## src/rtl/mmu_xlat_stage.sv

```systemverilog
// Two-stage virtual-to-physical translation pipe in front of the TLB.
// Stage 1 holds the accepted request and drives the TLB search port;
// stage 2 registers the translated response for the consumer.
module mmu_xlat_stage #(
  parameter int unsigned TLBNUM = 16
) (
  input  logic                      clk,
  input  logic                      rst,
  input  logic                      flush,
  input  logic                      req_valid,
  output logic                      req_ready,
  input  logic [31:0]               req_vaddr,
  input  logic                      req_wr,
  input  logic [7:0]                cur_asid,
  input  logic [2:0]                cfg_k0,
  output logic [18:0]               s_vpn2,
  output logic                      s_odd_page,
  output logic [7:0]                s_asid,
  input  logic                      s_found,
  input  logic [$clog2(TLBNUM)-1:0] s_index,
  input  logic [19:0]               s_pfn,
  input  logic [2:0]                s_c,
  input  logic                      s_d,
  input  logic                      s_v,
  output logic                      rsp_valid,
  input  logic                      rsp_ready,
  output logic [31:0]               rsp_paddr,
  output logic                      rsp_cached,
  output logic [1:0]                rsp_exc,
  output logic [31:0]               rsp_badvaddr,
  output logic [$clog2(TLBNUM)-1:0] rsp_index,
  output logic [15:0]               refill_cnt
);

  localparam int unsigned IDXW = $clog2(TLBNUM);
  localparam int unsigned CNTW = 16;

  localparam logic [1:0] EXC_NONE    = 2'b00;
  localparam logic [1:0] EXC_REFILL  = 2'b01;
  localparam logic [1:0] EXC_INVALID = 2'b10;
  localparam logic [1:0] EXC_MOD     = 2'b11;

  localparam logic [2:0] CCA_CACHED = 3'd3;

  // Stage-1 request register
  logic            s1_valid_q, s1_valid_d;
  logic [31:0]     s1_vaddr_q, s1_vaddr_d;
  logic            s1_wr_q,    s1_wr_d;
  logic [7:0]      s1_asid_q,  s1_asid_d;

  // Stage-2 response register
  logic            rsp_valid_q,    rsp_valid_d;
  logic [31:0]     rsp_paddr_q,    rsp_paddr_d;
  logic            rsp_cached_q,   rsp_cached_d;
  logic [1:0]      rsp_exc_q,      rsp_exc_d;
  logic [31:0]     rsp_badvaddr_q, rsp_badvaddr_d;
  logic [IDXW-1:0] rsp_index_q,    rsp_index_d;

  logic [CNTW-1:0] refill_cnt_q, refill_cnt_d;

  // Translation of the stage-1 address
  logic [31:0]     xl_paddr;
  logic            xl_cached;
  logic [1:0]      xl_exc;
  logic [IDXW-1:0] xl_index;

  logic advance;
  logic req_fire;
  logic s1_fire;
  logic rsp_fire;

  // Handshake qualifiers; the response slot frees when it is empty or consumed
  always_comb begin
    advance   = !rsp_valid_q || rsp_ready;
    req_ready = !flush && !rst && (!s1_valid_q || advance);
    req_fire  = req_valid && req_ready;
    s1_fire   = s1_valid_q && advance;
    rsp_fire  = rsp_valid_q && rsp_ready && !flush;
  end

  // TLB search is driven straight from the stage-1 register
  always_comb begin
    s_vpn2     = s1_vaddr_q[31:13];
    s_odd_page = s1_vaddr_q[12];
    s_asid     = s1_asid_q;
  end

  // Translate: unmapped kseg0/kseg1 locally, otherwise use the TLB result
  always_comb begin
    xl_paddr  = 32'h0;
    xl_cached = 1'b0;
    xl_exc    = EXC_NONE;
    xl_index  = '0;
    if (s1_vaddr_q[31:30] == 2'b10) begin
      xl_paddr  = {3'b000, s1_vaddr_q[28:0]};
      xl_cached = !s1_vaddr_q[29] && (cfg_k0 == CCA_CACHED);
    end else if (!s_found) begin
      xl_exc = EXC_REFILL;
    end else begin
      xl_index = s_index;
      if (!s_v) begin
        xl_exc = EXC_INVALID;
      end else if (s1_wr_q && !s_d) begin
        xl_exc = EXC_MOD;
      end else begin
        xl_paddr  = {s_pfn, s1_vaddr_q[11:0]};
        xl_cached = (s_c == CCA_CACHED);
      end
    end
  end

  // Stage-1 next state: flush kills, acceptance loads, hand-off empties
  always_comb begin
    s1_valid_d = s1_valid_q;
    s1_vaddr_d = s1_vaddr_q;
    s1_wr_d    = s1_wr_q;
    s1_asid_d  = s1_asid_q;
    if (flush) begin
      s1_valid_d = 1'b0;
    end else if (req_fire) begin
      s1_valid_d = 1'b1;
      s1_vaddr_d = req_vaddr;
      s1_wr_d    = req_wr;
      s1_asid_d  = cur_asid;
    end else if (s1_fire) begin
      s1_valid_d = 1'b0;
    end
  end

  // Stage-2 next state: load on hand-off, drop once consumed, hold under backpressure
  always_comb begin
    rsp_valid_d    = rsp_valid_q;
    rsp_paddr_d    = rsp_paddr_q;
    rsp_cached_d   = rsp_cached_q;
    rsp_exc_d      = rsp_exc_q;
    rsp_badvaddr_d = rsp_badvaddr_q;
    rsp_index_d    = rsp_index_q;
    if (flush) begin
      rsp_valid_d = 1'b0;
    end else if (s1_fire) begin
      rsp_valid_d    = 1'b1;
      rsp_paddr_d    = xl_paddr;
      rsp_cached_d   = xl_cached;
      rsp_exc_d      = xl_exc;
      rsp_badvaddr_d = s1_vaddr_q;
      rsp_index_d    = xl_index;
    end else if (rsp_ready) begin
      rsp_valid_d = 1'b0;
    end
  end

  // Saturating count of refill exceptions handed to the consumer
  always_comb begin
    refill_cnt_d = refill_cnt_q;
    if (rsp_fire && (rsp_exc_q == EXC_REFILL) && (refill_cnt_q != {CNTW{1'b1}})) begin
      refill_cnt_d = refill_cnt_q + CNTW'(1);
    end
  end

  // State registers with synchronous reset
  always_ff @(posedge clk) begin
    if (rst) begin
      s1_valid_q     <= 1'b0;
      s1_vaddr_q     <= 32'h0;
      s1_wr_q        <= 1'b0;
      s1_asid_q      <= 8'h0;
      rsp_valid_q    <= 1'b0;
      rsp_paddr_q    <= 32'h0;
      rsp_cached_q   <= 1'b0;
      rsp_exc_q      <= EXC_NONE;
      rsp_badvaddr_q <= 32'h0;
      rsp_index_q    <= '0;
      refill_cnt_q   <= '0;
    end else begin
      s1_valid_q     <= s1_valid_d;
      s1_vaddr_q     <= s1_vaddr_d;
      s1_wr_q        <= s1_wr_d;
      s1_asid_q      <= s1_asid_d;
      rsp_valid_q    <= rsp_valid_d;
      rsp_paddr_q    <= rsp_paddr_d;
      rsp_cached_q   <= rsp_cached_d;
      rsp_exc_q      <= rsp_exc_d;
      rsp_badvaddr_q <= rsp_badvaddr_d;
      rsp_index_q    <= rsp_index_d;
      refill_cnt_q   <= refill_cnt_d;
    end
  end

  // Output ports
  always_comb begin
    rsp_valid    = rsp_valid_q;
    rsp_paddr    = rsp_paddr_q;
    rsp_cached   = rsp_cached_q;
    rsp_exc      = rsp_exc_q;
    rsp_badvaddr = rsp_badvaddr_q;
    rsp_index    = rsp_index_q;
    refill_cnt   = refill_cnt_q;
  end

endmodule
```

## config.mk

```make
export PLATFORM = sky130hd
export DESIGN_NAME = mmu_xlat_stage
export DESIGN_NICKNAME = d
export VERILOG_FILES = /design/src/rtl/mmu_xlat_stage.sv
export SDC_FILE = /design/constraint.sdc
export NUM_CORES = 1
export LEC_CHECK = 0
export CAP_MARGIN = 20
export CORE_UTILIZATION = 30
export CTS_CLUSTER_SIZE = 20
export DETAILED_ROUTE_END_ITERATION = 10
export PLACE_DENSITY = 0.68
export SYNTH_ARGS = -nofsm -noshare
export SYNTH_HDL_FRONTEND = slang
export SYNTH_SLANG_ARGS = --single-unit
```

## constraint.sdc

```tcl
create_clock -name clk -period 2.1 [get_ports clk]
set_input_delay 0.42 -clock clk [delete_from_list [all_inputs] [get_ports clk]]
set_output_delay 0.42 -clock clk [all_outputs]
set_load 0.02 [all_outputs]
```

# == After elaboration in Yosys (flattened, before gate mapping) ==
# Cells that the tools add are included.
# word_totals
register_bits,130
latchBits,0
mem_bits_rw,0
romBits,0
in_bits,79
output_inout_bits,117
elab_cells,59
n_memories,0
# op_classes
addsub,1
n_mul,0
div,0
order_cmp,0
n_eq_ne,5
shift,0
muxes,18
bitwise,1
n_reduce_logical,23
# ops
cell,n
two-way mux 32 bit,4
"adder 16 x 1 -> 16 bit, second input constant",1
"!= test 16 bit, second input constant",1
logical AND 1 bit,10
two-way mux 1 bit,8
two-way mux 2 bit,4
two-way mux 4 bit,2
"== test 3 x 2 -> 1 bit, second input constant",2
zero test 1 bit,6
AND reduction 2 bit,2
nonzero test 2 bit,2
"== test 2 x 1 -> 1 bit, second input constant",1
"== test 2 bit, second input constant",1
logical OR 1 bit,2
OR reduction 2 bit,1
inverter 1 bit,1

# == Depth between registers and ports, before layout ==
# Gate-level depths: netlist (run 1).
# logic_depth
word_depth,6
mapped_depth,6
depth_no_buf,5

# == Worst setup path after synthesis (run 1) ==
# No wires, ideal clock.
# synth_timing
kind,register to register
from,register refill_cnt_q[0] (netlist: refill_cnt[0])
to,register refill_cnt_q[6] (netlist: refill_cnt[6])
setup_ns,0.123
arrival_time_ns,1.660
t_required_ns,1.977
slack_ns,0.316
path_stages_with_launch,5
path_buffers,0
period_less_slack_ns,1.784
cell_sequence,dfxtp_1 -> ha_1 -> nand4_1 -> nor4b_1 -> mux2_1
# synth_via
elab_chain_cells,2
word_cells_on_any_way,3
cone_classes,add/sub: 1; eq/ne: 1; reduce/logical: 1
# synth_lines
item,line,text
start: declaration,59,"logic [CNTW-1:0] refill_cnt_q, refill_cnt_d;"
start signal: assignment,185,refill_cnt_q <= refill_cnt_d;
"parallel branches: the longest is 2 deep, another holds adder 16 x 1 -> 16 bit",--,
# Parallel ways; which one is timed is not known.
# A chain may end at the register's enable or synchronous reset.

# == Worst setup path after layout (run 1) ==
# layout_timing
from,register refill_cnt_q[2] (netlist: refill_cnt[2])
to,output port refill_cnt[2]
# layout_lines
item,line,text
end: declaration,32,output logic [15:0] refill_cnt
# No word-level cell between the ends.

==> impl_results.md, run 1 <==
* Status: complete, no violations
* R2R cell count at 7
* PostCTS Resize Cnt at 1
* Yosys cell types at 50
* Hold crit path type: reg -> reg
* Reg-to-Reg End: refill_cnt[9]$_SDFFE_PP0P_
* Worst reg2reg path startpoint: refill_cnt[0]$_SDFFE_PP0P_
* Vias per cell at 4.822
* Period minus WS final at a little under 2 ns
* Max FO, Critical Path at 10
* Async S/R FF share, synth at 0%
* H-tree depth at 4
* Hold path depth at 2
* Vias in the first global route at around 4600
* Worst setup SP type: register
* RePlAce Congestion at ~0.80
* Placed cell area at 0.007520 mm^2
* Clk slew on worst S/H paths at 0.05 ns
* Crit-path cells: clkdlybuf4s50_1
* Nets at 852
* TritonCTS clock tree: built
* Post-CTS setup buffers at 0
* Clock sinks at 130
* RSZ-0062 raised after global routing: no
* Tot Pwr at slightly below 6 mW
* Final hold vios at 0
* Post-synth EDFFs at 0
* Critical path buffer and inverter count at 1
* Vias post-DR at 4865
* GRT overflow at 0
* Initial antenna violation count at 0
* FMAX at 0.5038 GHz
* Final setup violation count at 0
* Worst reg-to-reg setup slack at 0.28 ns
* Synth warnings at 0
* Post-CTS Hold Buffers at 0
* Die footprint at roughly 0.018 mm^2
* Post-Place Setup Slack at -0.1681 ns
* Die height at between 100 and 150 um
* DPL Wire Length at 10300 um
* Critical path's largest stage delay at about 0.67 ns
* Leakage power at 3.110 nW
* Predominant post-synthesis flop cell: dfxtp_1
* Post-DRT Antenna Nets at 0
* Layout cells sized above 1 at a little under a tenth
* PortBufs at 195
* N_diodes at 0
* Post-route cell area at 0.008074 mm^2
* Critical path's slowest cell: clkdlybuf4s50_1
* Max IR drop VDD at around 0.00052 V
* First-pass GRT wire length at around 25000 um
* Post-route DRC at 0
* DR WL/cell at 15.43 um
* Final WS setup at between 0.1 and 0.15 ns
* Num CTS Buffers at 17
* Min-Delay Endpoint: rsp_paddr[29]$_SDFFE_PP0P_
* Clock Latency Late Sink at 0.41 ns
* Endpoint class of the critical path: primary output
* Setup TNS at 0 ns
* Area Overhead vs Synth at 52.99%
* Top Family by Delay on Critical Path: buffers and inverters
* Synth Instances at between 500 and 600
* Die X at 134.6 um
* Max Buffers Root-to-Sink at 2
* Critical path arrival at roughly 1.6 ns
* Seq/Total Area, Yosys at approximately half
* Largest net degree at the start of global routing at 138
* Max_cap viols at 0
* Mapped cell area at 0.005278 mm^2
* Slew of the pin with the lowest slew margin at 0.6450 ns
* Crit path required time at 1.68 ns
* Core Footprint at 0.01724 mm^2
* Tot GR Track Use at 17.49%
* Max-Slew Margin vs Limit at 57.00%
* CTS root buf: clkbuf_16
* HP Start: rsp_paddr[29]$_SDFFE_PP0P_
* Power per cell area at 722.3 mW/mm^2
* Row count at 48
* Avg Inst Size Synth at 8.945 um^2
* Critical path class: reg -> out
* # IOs at 196
* Final wirelength at 15570 um
* Final period util at 94.51%
* DR pass1 iterations at 4
* Syn nets at 670
* Synth Register Bits at 130
* Initial core utilization at 30.62%
* Clock skew at 0.01180 ns
* Max-slew violation count at 0
* Iteration-0 DRC Markers at 255
[worst min-delay path, stage by stage, from the launching register on]
cell and delay [ns]:
dfxtp_1 0.30, nand2_1 0.05, a21oi_1 0.05
[power by group]
group	switching [mW]	internal [mW]
sequential	0.0309	2.51
clock	1.06	1.71
combinational	0.234	0.279
[layout by cell type (no fill, tap or decap), types with 3 or more instances in the layout]
master,instances
nand4_1,5
nand3_1,21
a2bb2oi_1,12
nand2b_1,7
nand2_1,63
clkdlybuf4s50_1,193
a22oi_1,4
clkinvlp_4,3
nor2_1,89
nor3_1,21
and4b_1,3
a221oi_1,17
nor2b_1,7
nor4b_1,3
buf_12,7
mux2i_1,41
buf_4,22
nor4_1,6
a21oi_1,45
mux2_2,4
clkbuf_16,17
dfxtp_1,130
inv_1,4
clkbuf_8,3
a31oi_1,8
clkinv_2,4
and4_1,5
[how the worst max path moves through the flow]
| stage | from | cells after the start | slack, ns | end |
|---|---|---|---|---|
| 2_1_floorplan | refill_cnt[0]$_SDFFE_PP0P_ | 4 | 0.32 | refill_cnt[6]$_SDFFE_PP0P_ |
| 3_3_place_gp | flush | 4 | -0.16 | req_ready |
| 3_5_place_dp | flush | 4 | -0.17 | req_ready |
| 4_1_cts | refill_cnt[2]$_SDFFE_PP0P_ | 1 | 0.09 | refill_cnt[2] |
| 5_1_grt | refill_cnt[2]$_SDFFE_PP0P_ | 1 | 0.03 | refill_cnt[2] |
| 6_report | refill_cnt[2]$_SDFFE_PP0P_ | 1 | 0.12 | refill_cnt[2] |
[stage by stage]
stage / instances / util [%] / hold slack [ns]
after floorplan: 590 / - / 0.4533
after global placement: 978 / 43.63 / 0.4379
after detailed placement: 978 / 43.63 / 0.4458
after CTS: 1009 / 46.84 / 0.4361
after global routing: 1009 / 46.84 / 0.4483
final: 1009 / 46.84 / 0.4502
[registers in the layout (all words and copies together), names as in the netlist]
signal,flops
refill_cnt,16
s1_wr_q,1
rsp_cached,1
s1_valid_q,1
s1_vaddr_q,32
rsp_valid,1
rsp_exc,2
rsp_badvaddr,32
rsp_paddr,32
rsp_index,4
s_asid,8
[layer usage]
metal	global-route usage, %	share of wire [%]	up-vias
met2	28.09	47	128
met3	5.368	6.5	13
li1	-	-	2435
met5	0	0	-
met1	21.97	45	2289
met4	6.492	1.4	0
[synth_stat cells, types with 2 or more instances]
| library cell | number | area (um^2) |
|---|---|---|
| and4_1 | 5 | 43.79 |
| mux2_2 | 4 | 45.04 |
| nor4b_1 | 3 | 26.28 |
| nand2b_1 | 7 | 43.79 |
| nor2b_1 | 8 | 50.05 |
| mux2i_1 | 41 | 410.4 |
| or3_1 | 2 | 12.51 |
| clkbuf_1 | 28 | 105.1 |
| and4b_1 | 3 | 30.03 |
| nor2_1 | 89 | 334.1 |
| nand3_1 | 21 | 105.1 |
| o311ai_1 | 2 | 17.52 |
| buf_1 | 5 | 18.77 |
| nor4_1 | 6 | 37.54 |
| o31ai_1 | 2 | 15.01 |
| nor3_1 | 21 | 105.1 |
| a21boi_0 | 2 | 15.01 |
| nand2_1 | 64 | 240.2 |
| dfxtp_1 | 130 | 2603 |
| a2bb2oi_1 | 12 | 105.1 |
| nand4_1 | 5 | 31.28 |
| nand4b_1 | 2 | 17.52 |
| a31oi_1 | 8 | 50.05 |
| buf_2 | 8 | 40.04 |
| a21oi_1 | 45 | 225.2 |
| inv_1 | 4 | 15.01 |
| a211oi_1 | 2 | 15.01 |
| buf_4 | 19 | 142.6 |
| or4_1 | 2 | 15.01 |
| a221oi_1 | 17 | 148.9 |
| a22oi_1 | 4 | 30.03 |
[cell families (layout without fill, tap and decap cells)]
| group | count (synthesis) | count (layout) | share of synthesized area, % |
|---|---|---|---|
| buf+inv | 64 | 258 | 6.093 |
| flops | 130 | 130 | 49.31 |
| simple gates | 248 | 248 | 22.43 |
| fa+ha+maj | 1 | 1 | 0.2370 |
| compound gates | 101 | 101 | 13.09 |
| mux | 46 | 46 | 8.843 |
[layout make-up]
class	count	area, um^2
Tap cell	225	281.5
Clock inverter	9	81.33
Multi-Input combinational cell	396	2374
Timing Repair Buffer	223	2246
Clock buffer	22	474.2
Fill cell	1646	9163
Sequential cell	130	2603
Inverter	4	15.01
Power figures use the tool's default switching activity.
==> run 2: changes to the inputs <==
CORE_MARGIN = 2   (was default)
SKIP_LAST_GASP = 1   (was default)
==> run 2 against run 1 <==
Compared with the run above: sequential cell count unchanged; sequential share of layout area shrank 0.53 points; utilization rose by 0.78 points; final cell count increased by 1.1%; register-to-register slack improved by 0.03 ns; critical endpoint unchanged; highest routed layer unchanged.
==> impl_results.md, run 2 (same netlist as run 1, synthesis figures left out) <==
* Critical path's largest stage delay at 0.68 ns (about the same)
* Inst Count DP at 988 (+1.0%)
* Layout cells sized above 1 at 10.57% (+1.3 points)
* Post-DRT Antenna Nets at 0 (unchanged)
* DPL Wire Length at 11030 um (+7.1%)
* CTS root buf: clkbuf_16
* Commonest cells after routing, fill and taps aside: clkdlybuf4s50_1 (193), dfxtp_1 (130), nor2_1 (89), nand2_1 (63), a21oi_1 (45)
* Setup crit start: refill_cnt[2]$_SDFFE_PP0P_
* Die X at 136.6 um (+1.5%)
* PortBufs at 195 (unchanged)
* Critical path's slowest cell: clkdlybuf4s50_1
* Net Sw Frac at 22.76% (-0.051 points)
* RePlAce Congestion at 0.7692 (-3.4%)
* Tot GR Track Use at 17.29% (-0.20 points)
* Power Internal at 4.738 mW (+5.3%)
* Largest net degree at the start of global routing at 138 (unchanged)
* Row count at 48 (unchanged)
* Hold Worst Slack at 0.4510 ns (+0.0007560 ns)
* Crit path required time at 1.68 ns (about the same)
* Vias per cell at 4.897 (+1.6%)
* Vias in the first global route at 4684 (+1.1%)
* Setup crit end: refill_cnt[2]
* Initial antenna violation count at 0 (unchanged)
* Post-CTS Hold Buffers at 0 (unchanged)
* Combinational share of power at 8.6% (-0.2 points)
* Final setup violation count at 0 (unchanged)
* Fin cells at 1020 (+1.1%)
* Post-CTS setup buffers at 0 (unchanged)
* Clock Latency Late Sink at 0.41 ns (about the same)
* Max Buffers Root-to-Sink at 2 (unchanged)
* Clock skew at 0.01032 ns (-0.001479 ns)
* TritonCTS clock tree: built
* Period minus WS final at 1.977 ns (-0.007751 ns)
* Most common cell after layout, fill and taps aside: clkdlybuf4s50_1
* # IOs at 196 (unchanged)
* Max-Slew Margin vs Limit at 54.56% (-2.4 points)
* Clk slew on worst S/H paths at 0.06 ns (about the same)
* Status: complete, no violations
* Num CTS Buffers at 17 (unchanged)
* Worst reg-to-reg setup slack at 0.31 ns (+0.03 ns)
* Die footprint at 0.01867 mm^2 (+3.0%)
* Top Family by Delay on Critical Path: buffers and inverters
* Vias post-DR at 4995 (+2.7%)
* N_diodes at 0 (unchanged)
* Final period util at 94.15% (-0.37 points)
* FF/Latch Area at 0.002603 mm^2 (unchanged)
* Layout fillers at 1669 (+1.4%)
* Iteration-0 DRC Markers at 233 (-8.6%)
* Clock sinks at 130 (unchanged)
* Crit-path cells: clkdlybuf4s50_1
* Critical path buffer and inverter count at 1 (unchanged)
* Area Overhead vs Synth at 55.52%
* Nets at 862 (+1.2%)
* Max IR drop VDD at 0.0005034 V (-2.6%)
* GRT overflow at 0 (unchanged)
* Critical path arrival at 1.56 ns (about the same)
* Slew of the pin with the lowest slew margin at 0.6817 ns (+0.03662 ns)
* Tot Pwr at 6.134 mW (+5.2%)
* Clk pwr share at 50.0% (+2.4 points)
* Initial core utilization at 30.62% (unchanged)
* Placed cell area at 0.007595 mm^2 (+1.0%)
* Hold crit path type: reg -> reg
* R2R cell count at 4 (-3)
* Die height at 136.6 um (+1.5%)
* Instance count on the critical path at 1 (unchanged)
* Reg-to-Reg End: refill_cnt[12]$_SDFFE_PP0P_
* Max-slew violation count at 0 (unchanged)
* Sequential Power Share at 41.5% (-2.1 points)
* Core Footprint at 0.01724 mm^2 (unchanged)
* Leakage power at 3.181 nW (+2.3%)
* Max_cap viols at 0 (unchanged)
* Worst reg2reg path startpoint: refill_cnt[5]$_SDFFE_PP0P_
* Critical path class: reg -> out
* First-pass GRT wire length at 25210 um (+2.6%)
* RSZ-0062 raised after global routing: no
* Psw at 1.396 mW (+5.0%)
* DR WL/cell at 16.00 um (+3.7%)
* FMAX at 0.5058 GHz (+0.39%)
* DR pass1 iterations at 4 (unchanged)
* Power per cell area at 747.4 mW/mm^2 (+3.5%)
* Multi-input gate area at 0.002374 mm^2 (unchanged)
* Worst setup SP type: register
* Endpoint class of the critical path: primary output
* Max FO, Critical Path at 10 (unchanged)
* Final hold vios at 0 (unchanged)
* Final wirelength at 16320 um (+4.8%)
* Post-route cell area at 0.008208 mm^2 (+1.7%)
* H-tree depth at 4 (unchanged)
* Post-route DRC at 0 (unchanged)
-- run 2: what timing repair did --
| action | CTS | global route |
|---|---|---|
| setup endpoints to repair | 1 | 0 |
| resized for setup | 1 | 0 |
| endpoints found under the hold margin | 0 | 0 |
-- run 2: per-layer routing --
| metal | share of wire [%] | GRT usage (%) | routed length [um] | up-vias |
|---|---|---|---|---|
| met2 | 47 | 27.58 | 7729 | 132 |
| met4 | 0.90 | 5.556 | 147 | 0 |
| met5 | 0 | 0 | 0 | - |
| met3 | 6.5 | 5.704 | 1062 | 13 |
| met1 | 45 | 22.02 | 7384 | 2390 |
| li1 | - | - | - | 2460 |
-- run 2: worst min path at each step --
stage / to / from / slack [ns] / depth (start not counted)
finish: rsp_paddr[30]$_SDFFE_PP0P_ / rsp_paddr[30]$_SDFFE_PP0P_ / 0.45 / 2
floorplan: rsp_badvaddr[31]$_SDFFE_PP0P_ / s1_vaddr_q[31]$_SDFFE_PP0P_ / 0.45 / 2
detailed placement: rsp_badvaddr[31]$_SDFFE_PP0P_ / rsp_badvaddr[31]$_SDFFE_PP0P_ / 0.45 / 2
CTS: rsp_valid$_SDFFE_PP0P_ / rst / 0.44 / 4
global route: rsp_badvaddr[3]$_SDFFE_PP0P_ / rsp_badvaddr[3]$_SDFFE_PP0P_ / 0.48 / 2
global placement: rsp_paddr[29]$_SDFFE_PP0P_ / rsp_paddr[29]$_SDFFE_PP0P_ / 0.44 / 2
-- run 2: per-stage QoR --
stage	utilization, %	setup WS (ns)	setup TNS (ns)
floorplan	-	0.3163	0
global placement	44.06	-0.1979	-5.856
detailed placement	44.06	-0.2744	-7.118
CTS	47.62	0.09326	0
global route	47.62	0.04520	0
finish	47.62	0.1229	0
-- run 2: cell type report --
cell class | instances | share of cell area, %
flip-flops and latches | 130 | 31.71
clock inverters | 11 | 1.875
repair buffers | 233 | 28.28
clock buffers | 21 | 5.610
inverters | 4 | 0.1829
well taps | 225 | 3.430
multi-input cells | 396 | 28.92
-- run 2: power groups by stage --
stage / sequential (mW) / combinational [mW] / clock [mW]
2_1_floorplan: 2.62 / 0.210 / 0
3_3_place_gp: 2.60 / 0.523 / 0
3_5_place_dp: 2.60 / 0.527 / 0
6_report: 2.54 / 0.525 / 3.07
4_1_cts: 2.54 / 0.529 / 3.13
5_1_grt: 2.55 / 0.561 / 3.23
==> run 3: changes to the inputs <==
CTS_CLUSTER_DIAMETER = 200   (was default)
clock period = 2.3 ns   (was 2.1 ns; I/O delays follow)
==> run 3 against run 2 <==
Compared with the run above: via count down 1.7%; sequential power decreased by 8.7%; critical path depth is 6 higher.
==> impl_results.md, run 3 (same netlist as run 1, synthesis figures left out) <==
* Status: complete, no violations
* Max Buffers Root-to-Sink at 2 (unchanged)
* Max_cap viols at 0 (unchanged)
* CTS root buf: clkbuf_16
* Largest net degree at the start of global routing at 138 (unchanged)
* Tot GR Track Use at 17.05% (-0.23 points)
* Post-route DRC at 0 (unchanged)
* Endpoint class of the critical path: register
* Inst Count DP at 980 (-0.81%)
* Final hold vios at 0 (unchanged)
* Setup TNS at 0 ns (unchanged)
* Post-CTS Hold Buffers at 0 (unchanged)
* Slew of the pin with the lowest slew margin at 0.6676 ns (-0.01405 ns)
* FF/Latch Area at 0.002603 mm^2 (unchanged)
* Fin cells at 1012 (-0.78%)
* Vias post-DR at 4910 (-1.7%)
* Tot Pwr at 5.698 mW (-7.1%)
* Vias in the first global route at 4643 (-0.88%)
* Initial antenna violation count at 0 (unchanged)
* TritonCTS clock tree: built
* Clock sinks at 130 (unchanged)
* Final period util at between 80 and 90%
* Power per cell area at 697.1 mW/mm^2 (-6.7%)
* # IOs at 196 (unchanged)
* Num CTS Buffers at 17 (unchanged)
* RSZ-0062 raised after global routing: no
* RePlAce Congestion at 0.7825 (+1.7%)
* Critical path class: in -> reg
* FMAX at slightly below 0.5 GHz
* H-tree depth at 4 (unchanged)
* Clock Latency Late Sink at 0.41 ns (about the same)
* Hold crit path type: reg -> reg
* Core Footprint at 0.01724 mm^2 (unchanged)
* Initial core utilization at 30.62% (unchanged)
* Layout cells sized above 1 at 9.784% (-0.78 points)
* Final wirelength at 15840 um (-3.0%)
* Layout fillers at 1655 (-0.84%)
* Worst setup SP type: primary input
* Max IR drop VDD at 0.0004742 V (-5.8%)
* Area Overhead vs Synth at 54.88%
* Max-slew violation count at 0 (unchanged)
* Leakage power at 3.169 nW (-0.37%)
* Die X at 136.6 um (unchanged)
* Nets at 854 (-0.93%)
* Period minus WS final at 2.051 ns
* Most common cell after layout, fill and taps aside: clkdlybuf4s50_1
* Crit path required time at 2.59 ns (+0.91 ns)
* PortBufs at 195 (unchanged)
* Clock skew at 0.008222 ns (-0.002100 ns)
* Post-CTS setup buffers at 0 (unchanged)
* Clk slew on worst S/H paths at 0.06 ns (about the same)
* Iteration-0 DRC Markers at 241 (+3.4%)
* Die footprint at 0.01867 mm^2 (unchanged)
* Critical path arrival at 2.34 ns (+0.78 ns)
* GRT overflow at 0 (unchanged)
* Max FO, Critical Path at 4 (-6)
* N_diodes at 0 (unchanged)
* DR WL/cell at 15.65 um (-2.2%)
* Multi-input gate area at 0.002374 mm^2 (unchanged)
* Final setup violation count at 0 (unchanged)
* Post-DRT Antenna Nets at 0 (unchanged)
* DPL Wire Length at 10500 um (-4.8%)
* Max-Slew Margin vs Limit at 55.49% (+0.94 points)
* Vias per cell at 4.852 (-0.92%)
* Commonest cells after routing, fill and taps aside: clkdlybuf4s50_1 (193), dfxtp_1 (130), nor2_1 (89), nand2_1 (63), a21oi_1 (45)
* Die height at 136.6 um (unchanged)
* Row count at 48 (unchanged)
* DR pass1 iterations at 4 (unchanged)
* First-pass GRT wire length at 24770 um (-1.7%)
## run 3: per-stage QoR
stage | area [um^2] | hold slack, ns | worst slack [ns] | util [%]
3_5_place_dp | 7535 | 0.4458 | -0.08861 | 43.71
3_3_place_gp | 7535 | 0.4378 | -0.01794 | 43.71
2_1_floorplan | 5278 | 0.4533 | 0.5163 | -
5_1_grt | 8174 | 0.4695 | 0.1698 | 47.42
4_1_cts | 8172 | 0.4518 | 0.009163 | 47.41
6_report | 8174 | 0.4510 | 0.2492 | 47.42
## run 3: critical path, stage by stage
cell and delay [ns]:
clkdlybuf4s50_1 0.42, buf_4 0.15, nor4bb_1 0.30, buf_4 0.18
nand2_2 0.06, nor4b_1 0.38, mux2_1 0.38
## run 3: power by group
group / internal, mW / switching (mW)
Clock: 1.88 / 1.02
Sequential: 2.29 / 0.0294
Combinational: 0.259 / 0.214
## run 3: layer usage
metal  part of all wire [%]  routed length [um]  vias to the layer above  global-route usage, %
met5                      0                   0                        -                      0
met4                    1.2                 195                        0                  5.382
met3                    6.9                1085                       17                  6.259
met2                     47                7415                      140                  27.00
met1                     45                7141                     2316                  21.56
li1                       -                   -                     2437                      -
## run 3: repair_timing
| action | in CTS | in global routing |
|---|---|---|
| endpoints found under the setup margin | 0 | 1 |
| resized for setup | 0 | 1 |
| hold endpoints to repair | 0 | 0 |
## run 3: final timing paths
kind | startpoint | end | slack, ns | cells after the start
hold reg to reg | rsp_badvaddr[30]$_SDFFE_PP0P_ | rsp_badvaddr[30]$_SDFFE_PP0P_ | 0.45 | 2
hold / removal | rsp_badvaddr[30]$_SDFFE_PP0P_ | rsp_badvaddr[30]$_SDFFE_PP0P_ | 0.45 | 2
setup reg to reg | rsp_valid$_SDFFE_PP0P_ | refill_cnt[6]$_SDFFE_PP0P_ | 0.46 | 5
setup / recovery | flush | refill_cnt[6]$_SDFFE_PP0P_ | 0.25 | 7
## run 3: layout make-up
type | count | area share (%)
tap | 225 | 3.444
multi-input combinational | 396 | 29.04
inverter | 4 | 0.1837
clock buffer | 20 | 5.587
clock inverter | 12 | 2.204
timing repair buffer | 225 | 27.71
sequential | 130 | 31.84
